$ cat src/rtl/stall_flush_unit.sv
// rtl/stall_flush_unit.sv - pipeline interlock, redirect flush and mult/div busy tracking
module stall_flush_unit #(
    parameter int MUL_CYCLES = 4,
    parameter int DIV_CYCLES = 32,
    parameter int CNT_W      = 16
) (
    input  logic             clk,
    input  logic             rst_n,
    input  logic [4:0]       Rs_D,
    input  logic [4:0]       Rt_D,
    input  logic [4:0]       Write_Reg_E,
    input  logic [4:0]       Write_Reg_M,
    input  logic             Reg_Write_E,
    input  logic             Reg_Write_M,
    input  logic             Mem_To_Reg_E,
    input  logic             Mem_To_Reg_M,
    input  logic             Branch_D,
    input  logic             Jump_D,
    input  logic             PC_Src_D,
    input  logic             Md_Start_E,
    input  logic             Md_Div_E,
    input  logic             Md_Read_D,
    input  logic             Md_Start_D,
    output logic             Stall_F,
    output logic             Stall_D,
    output logic             Flush_D,
    output logic             Flush_E,
    output logic             Md_Busy,
    output logic             Md_Done,
    output logic             Md_Error,
    output logic [CNT_W-1:0] Stall_Count
);

    localparam int MAX_CYCLES = (DIV_CYCLES > MUL_CYCLES) ? DIV_CYCLES : MUL_CYCLES;
    localparam int CW         = $clog2(MAX_CYCLES);
    localparam logic [CW-1:0] MUL_LOAD = CW'(MUL_CYCLES - 1);
    localparam logic [CW-1:0] DIV_LOAD = CW'(DIV_CYCLES - 1);

    typedef enum logic {MD_IDLE, MD_BUSY} md_state_e;

    md_state_e        state_q, state_d;
    logic [CW-1:0]    count_q, count_d;
    logic             done_q, done_d;
    logic             error_q, error_d;
    logic [CNT_W-1:0] stall_count_q, stall_count_d;

    logic match_e, match_m;
    logic lw_stall, br_stall, md_busy_eff, md_stall, stall;

    assign match_e = (Write_Reg_E != 5'd0) && ((Write_Reg_E == Rs_D) || (Write_Reg_E == Rt_D));
    assign match_m = (Write_Reg_M != 5'd0) && ((Write_Reg_M == Rs_D) || (Write_Reg_M == Rt_D));

    assign lw_stall    = Reg_Write_E && Mem_To_Reg_E && match_e;
    // ALU results in E and loads in M cannot reach the D-stage comparator in time
    assign br_stall    = Branch_D && ((Reg_Write_E && match_e) ||
                                      (Reg_Write_M && Mem_To_Reg_M && match_m));
    assign md_busy_eff = (state_q == MD_BUSY) || Md_Start_E;
    assign md_stall    = md_busy_eff && (Md_Read_D || Md_Start_D);
    assign stall       = lw_stall || br_stall || md_stall;

    assign Stall_F     = stall;
    assign Stall_D     = stall;
    assign Flush_E     = stall;
    assign Flush_D     = (PC_Src_D || Jump_D) && !stall;
    assign Md_Busy     = md_busy_eff;
    assign Md_Done     = done_q;
    assign Md_Error    = error_q;
    assign Stall_Count = stall_count_q;

    always_comb begin
        state_d       = state_q;
        count_d       = count_q;
        done_d        = 1'b0;
        error_d       = error_q;
        stall_count_d = stall_count_q;
        case (state_q)
            MD_IDLE: begin
                if (Md_Start_E) begin
                    count_d = Md_Div_E ? DIV_LOAD : MUL_LOAD;
                    state_d = MD_BUSY;
                end
            end
            MD_BUSY: begin
                // A start while busy is dropped; the running operation keeps its count
                if (Md_Start_E) begin
                    error_d = 1'b1;
                end
                if (count_q <= CW'(1)) begin
                    state_d = MD_IDLE;
                    count_d = '0;
                    done_d  = 1'b1;
                end else begin
                    count_d = count_q - CW'(1);
                end
            end
            default: state_d = MD_IDLE;
        endcase
        if (stall && (stall_count_q != {CNT_W{1'b1}})) begin
            stall_count_d = stall_count_q + CNT_W'(1);
        end
    end

    always_ff @(posedge clk or negedge rst_n) begin
        if (!rst_n) begin
            state_q       <= MD_IDLE;
            count_q       <= '0;
            done_q        <= 1'b0;
            error_q       <= 1'b0;
            stall_count_q <= '0;
        end else begin
            state_q       <= state_d;
            count_q       <= count_d;
            done_q        <= done_d;
            error_q       <= error_d;
            stall_count_q <= stall_count_d;
        end
    end

endmodule
$ cat config.mk
export PLATFORM = sky130hd
export DESIGN_NAME = stall_flush_unit
export DESIGN_NICKNAME = d
export VERILOG_FILES = /design/src/rtl/stall_flush_unit.sv
export SDC_FILE = /design/constraint.sdc
export NUM_CORES = 1
export LEC_CHECK = 0
export BUFFER_PORTS_ARGS = -buffer_cell sky130_fd_sc_hd__clkbuf_2
export CORE_MARGIN = 2
export CORE_UTILIZATION = 33
export DETAILED_ROUTE_END_ITERATION = 12
export GPL_TIMING_DRIVEN = 0
export SLEW_MARGIN = 20
export SYNTH_ARGS = -nofsm -noshare
export SYNTH_HDL_FRONTEND = slang
export SYNTH_SLANG_ARGS = --single-unit
export TNS_END_PERCENT = 30
$ cat constraint.sdc
create_clock -name clk -period 2.65 [get_ports clk]
set_clock_uncertainty 0.1 [all_clocks]
set_input_delay 0.265 -clock clk [delete_from_list [all_inputs] [get_ports clk]]
set_output_delay 0.265 -clock clk [all_outputs]
set_load 0.1 [all_outputs]
# Yosys cells after proc, flatten, opt, wreduce, memory -nomap -nowiden
# Cells that the tools add are included.
totals:
  register_bits: 24
  latch_bits: 0
  ramBits: 0
  mem_bits_ro: 0
  inputBits: 33
  out_inout_bits: 23
  word_cells: 47
  n_memories: 0
classes:
  n_addsub: 2
  mul: 0
  div: 0
  order_cmp: 1
  n_eq_ne: 6
  n_shift: 0
  n_mux: 9
  bitwise_logic: 1
  n_reduce_logical: 23
ops:
  columns: ["op", "n"]
  rows:
  - ["$eq 5x5->1", 4]
  - ["$add 16x1->16 const B", 1]
  - ["$ne 16x16->1 const B", 1]
  - ["$mux 5", 3]
  - ["$logic_and 1x1->1", 11]
  - ["$pmux 5 s2", 1]
  - ["$reduce_bool 5->1", 2]
  - ["$logic_or 1x1->1", 8]
  - ["$le 5x1->1 const B", 1]
  - ["$sub 5x1->5 const B", 1]
  - ["$mux 1", 4]
  - ["$ne 2x2->1 const B", 1]
  - ["$pmux 1 s2", 1]
  - ["$reduce_and 2->1", 1]
  - ["$logic_not 1->1", 1]
  - ["$not 1->1", 1]

# Longest topological paths before layout
logic_depth:
  depth_word: 10
  ltp_mapped: 7
  depth_no_buf: 7

# Worst setup path before layout
# No wires, ideal clock.
synth_path:
  kind: "input-to-output"
  startpoint: "input Md_Start_E"
  endpoint: "output Flush_D"
  t_arrival_ns: 3.544
  t_required_ns: 2.285
  setup_slack_ns: -1.259
  stages: 6
  path_buffers: 1
  path_cell_list: "buf_2 nor2_1 inv_1 o21ai_0 nand2_1 nor2_1"
synth_between:
  elab_chain_cells: 5
synth_lines:
  columns: ["element", "line", "text"]
  rows:
  - ["start: declaration", "20", "input logic Md_Start_E,"]
  - ["$logic_or 1x1->1", "57", "assign md_busy_eff = (state_q == MD_BUSY) || Md_Start_E;"]
  - ["via Md_Busy", "28", "output logic Md_Busy,"]
  - ["$logic_and 1x1->1", "58", "assign md_stall = md_busy_eff && (Md_Read_D || Md_Start_D);"]
  - ["$logic_or 1x1->1", "59", "assign stall = lw_stall || br_stall || md_stall;"]
  - ["via Flush_E", "27", "output logic Flush_E,"]
  - ["$logic_not 1->1", "64", "assign Flush_D = (PC_Src_D || Jump_D) && !stall;"]
  - ["$logic_and 1x1->1", "64", null]
  - ["end: declaration", "26", "output logic Flush_D,"]
# The timed path passes the listed nets, and every way through them passes these cells.

# Worst setup path in the final report
layout_path:
  startpoint: "register state_q"
  endpoint: "output Flush_D"
layout_between:
  elab_chain_cells: 5
layout_lines:
  columns: ["element", "line", "text"]
  rows:
  - ["start: declaration", "41", "md_state_e state_q, state_d;"]
  - ["start signal: assignment", "111", "state_q <= state_d;"]
  - ["$logic_or 1x1->1", "57", null]
  - ["$logic_and 1x1->1", "58", null]
  - ["$logic_or 1x1->1", "59", null]
  - ["$logic_not 1->1", "64", null]
  - ["$logic_and 1x1->1", "64", null]
# Every way passes these cells.

==> metrics.csv <==
stage,metric,value,unit
outcome,status,"finished, final reports clean",
sta,final worst-path cycle share,0.839,
clocking,Skew-Pair Late Insertion Delay,260,ps
clocking,CTS buffer count,3,
sta,Final Max Tran Viols,0,
cells_and_area,FF+latch area,601,sq um
setup_path,critical path's top delay family,buffers and inverters,
clocking,Post-CTS Setup Repair Bufs,0,
clocking,CTS Hold Bufs,1,
routing,DR WL met3,256,microns
die,starting density of the core,0.338,
routing,DRT iter0 DRCs,23,
hold_path,worst hold endpoint,Md_Error$_DFFE_PN0P_,
setup_path,Crit. End Element,output port,
power,P per Cell Area,989,nW/um^2
setup_path,CP Data Arrival Time,1860,ps
grt,Overflow after GRT,0,
power,Logic pwr share,0.569,
die,row count,24,
grt,number of global-route vias before repair,1236,
logic_synthesis,Netlist Area Pre-Place,1460,sq um
setup_path,Crit path required time,2290,ps
routing,wire length on met2,1.42,mm
routing,WL met1,1.50,mm
cells_and_area,share of cells above drive strength 1,0.359,
sta,Hold WS,262,ps
cells_and_area,Area Overhead vs Synth,28.0,%
setup_path,Critical R2R Launch,Stall_Count[0]$_DFFE_PN0P_,
power,Sequential Power Share,0.320,
cells_and_area,# diodes,0,
routing,total number of vias,1243,
routing,number of antenna-violating nets in the routed design,0,
grt,pin count of the biggest net entering global routing,25,
setup_path,Worst Path Max Fanout,10,
cells_and_area,Filler cells,437,
routing,WL final,3.19,mm
clocking,Clock Sink Count,24,
place,port buffer count,54,
power,Max rail drop VDD,0.835,mV
setup_path,slowest stage cell on the critical path,clkbuf_2,
routing,DR vias/cell,4.82,
routing,DR WL/cell,12.4,microns
place,post-DP HPWL,2.49,mm
routing,highest routed layer,met4,
logic_synthesis,syn_nets,184,
logic_synthesis,synth unique cells,30,
die,die area,4980,sq um
logic_synthesis,#FFs+latches synth,24,
die,Die Height,70.6,microns
cells_and_area,fin nets,244,
clocking,Post-CTS Resized,0,
clocking,H-Tree Depth,1,
setup_path,crit path buf inv count,2,
hold_path,worst hold path class,primary input to flop,
sta,Final min period,2220,ps
grt,first-pass GRT wire length,5.47,mm
setup_path,CP max stage delay,450,ps
sta,RSZ-0062 raised after global routing,no,
power,clock power share,0.111,
die,die width,70.6,microns
logic_synthesis,"Seq/Total Area, Yosys",0.411,
sta,Final TNS setup,0,ps
place,Area after DPL,1820,sq um
cells_and_area,final instance area,1870,sq um
power,static leakage,0.897,nW
clocking,TritonCTS clock tree,built,
power,sw frac,0.544,
sta,Slew Limit Headroom,0.404,
setup_path,CP Class,flop to output port,
cells_and_area,fin util,0.433,
clocking,Longest Clk Path Bufs,2,
hold_path,hold depth,2,
power,switching power,1.01,mW
clocking,"Reg clk slew, reported paths",80,ps
hold_path,Hold Crit Start,Md_Start_E,
sta,Final setup viols,0,
setup_path,CP cell instances,"nor2_1, clkinvlp_4, o21ai_2, nand2_4, nor2_4, clkbuf_2",
grt,Total GRT Usage,0.134,
die,Core Region,4320,sq um
setup_path,reg-to-reg endpoint,Stall_Count[1]$_DFFE_PN0P_,
place,gpl congestion,0.773,
die,I/O pins,56,
power,Pint,0.844,mW
grt,initial antenna violation count,0,
routing,DRT Pass-1 Iters,5,
clocking,CTS root buffer,clkbuf_8,
logic_synthesis,number of synthesis warnings,0,
routing,Residual DRC,0,
setup_path,R2R depth,6,
run,MaxCap Viol Count,0,
sta,Max Clk Rate,0.450,GHz
setup_path,register-to-register setup slack,430,ps
sta,worst slew pin tran,886,ps
logic_synthesis,Mapped Cells,148,
logic_synthesis,"Avg Cell Area, Syn",9.88,sq um
setup_path,startpoint types,flop,
sta,final hold violations,0,
cells_and_area,multi-input combinational cell area,842,sq um
## worst max path at each step
stage / startpoint / end / slack (ps) / cells after the start
5_1_grt: state_q$_DFF_PN0_ / Flush_D / 280 / 6
3_3_place_gp: Stall_Count[0]$_DFFE_PN0P_ / Stall_Count[1]$_DFFE_PN0P_ / 430 / 6
4_1_cts: state_q$_DFF_PN0_ / Flush_D / 390 / 6
2_1_floorplan: Md_Start_E / Flush_D / 80 / 6
3_5_place_dp: Stall_Count[0]$_DFFE_PN0P_ / Stall_Count[1]$_DFFE_PN0P_ / 440 / 6
6_report: state_q$_DFF_PN0_ / Flush_D / 430 / 6
## routing by layer
| layer | vias to the layer above | track usage |
|---|---|---|
| met4 | 0 | 0.0398 |
| li1 | 630 | - |
| met1 | 571 | 0.177 |
| met3 | 2 | 0.0285 |
| met5 | - | 0 |
| met2 | 40 | 0.222 |
## cells in the final DEF, fill, tap and decap left out, types with 2 or more instances in the layout
cell	instances
a21oi_1	3
o22ai_1	3
o31a_1	2
mux2i_1	4
buf_4	2
ha_1	3
clkbuf_8	3
and3_2	4
nand4_1	5
nand2_1	11
dfrtp_1	24
and4_1	3
nand3_1	9
nor2_1	9
clkbuf_2	54
and3_1	2
nor3_1	3
inv_1	3
and3_4	2
xnor2_1	31
xor2_1	6
o21ai_0	5
## worst reg2reg max path: cells and delay by family, from the launching register on
kind	cells	cell delay (ps)
DFF	1	440
adders and majority gates	1	240
and+or+nand+nor	3	690
muxes	1	370
AOI/OAI and AO/OA	1	260
## power by group through the flow
stage                     Clock (mW)  Sequential (mW)  Combinational [mW]
after global placement             0            0.598                1.05
after floorplan                    0             1.01               0.445
after CTS                      0.213            0.591                1.06
final                          0.205            0.592                1.05
after global routing           0.227            0.615                1.14
after detailed placement           0            0.596                1.06
## synth_stat cells (all sizes together)
library cell	number	share of area
buf	3	0.014
nand2	12	0.031
mux2	1	0.0077
a21oi	4	0.021
nand3	9	0.031
dfrtp	24	0.41
and2	2	0.010
o31a	2	0.012
nor2	10	0.026
ha	3	0.026
o22ai	3	0.013
a22oi	1	0.0086
o21ai	6	0.021
nor3	3	0.010
inv	4	0.010
and3	8	0.044
and4	3	0.018
mux2i	4	0.027
xor2	6	0.036
xnor2	31	0.19
a21o	1	0.0051
nor4	1	0.0043
clkbuf	1	0.0026
a31oi	1	0.0043
nand4	5	0.021
## metrics by stage
step / power, mW / cells / setup slack, ps
5_1_grt: 1.98 / 258 / 281
6_report: 1.85 / 258 / 426
2_1_floorplan: 1.46 / 148 / 78.6
3_5_place_dp: 1.66 / 254 / 442
3_3_place_gp: 1.65 / 254 / 428
4_1_cts: 1.87 / 258 / 387
## cells by family (layout without fill, tap and decap cells)
| logic type | count (synthesis) | after routing | share of synthesized area |
|---|---|---|---|
| XOR/XNOR | 37 | 37 | 0.222 |
| buffers and inverters | 8 | 66 | 0.0265 |
| multiplexers | 5 | 5 | 0.0351 |
| AND/OR/NAND/NOR | 53 | 53 | 0.196 |
| flip-flops | 24 | 24 | 0.411 |
| AO/OA/AOI/OAI | 18 | 18 | 0.0847 |
| adder cells (fa/ha/maj) | 3 | 3 | 0.0257 |
## area by class of cell
cell class,count,area share
repair buffers,55,0.150
multi-input cells,116,0.450
clock buffers,3,0.0221
inverters,4,0.0100
flip-flops and latches,24,0.321
well taps,52,0.0348
plain buffers,4,0.0127
## registers in the layout, indices dropped and copies added (netlist names)
signal and count:
Stall_Count 16, Md_Done 1, count_q 5, Md_Error 1, state_q 1
No activity file was read; power rests on OpenSTA's default activity.
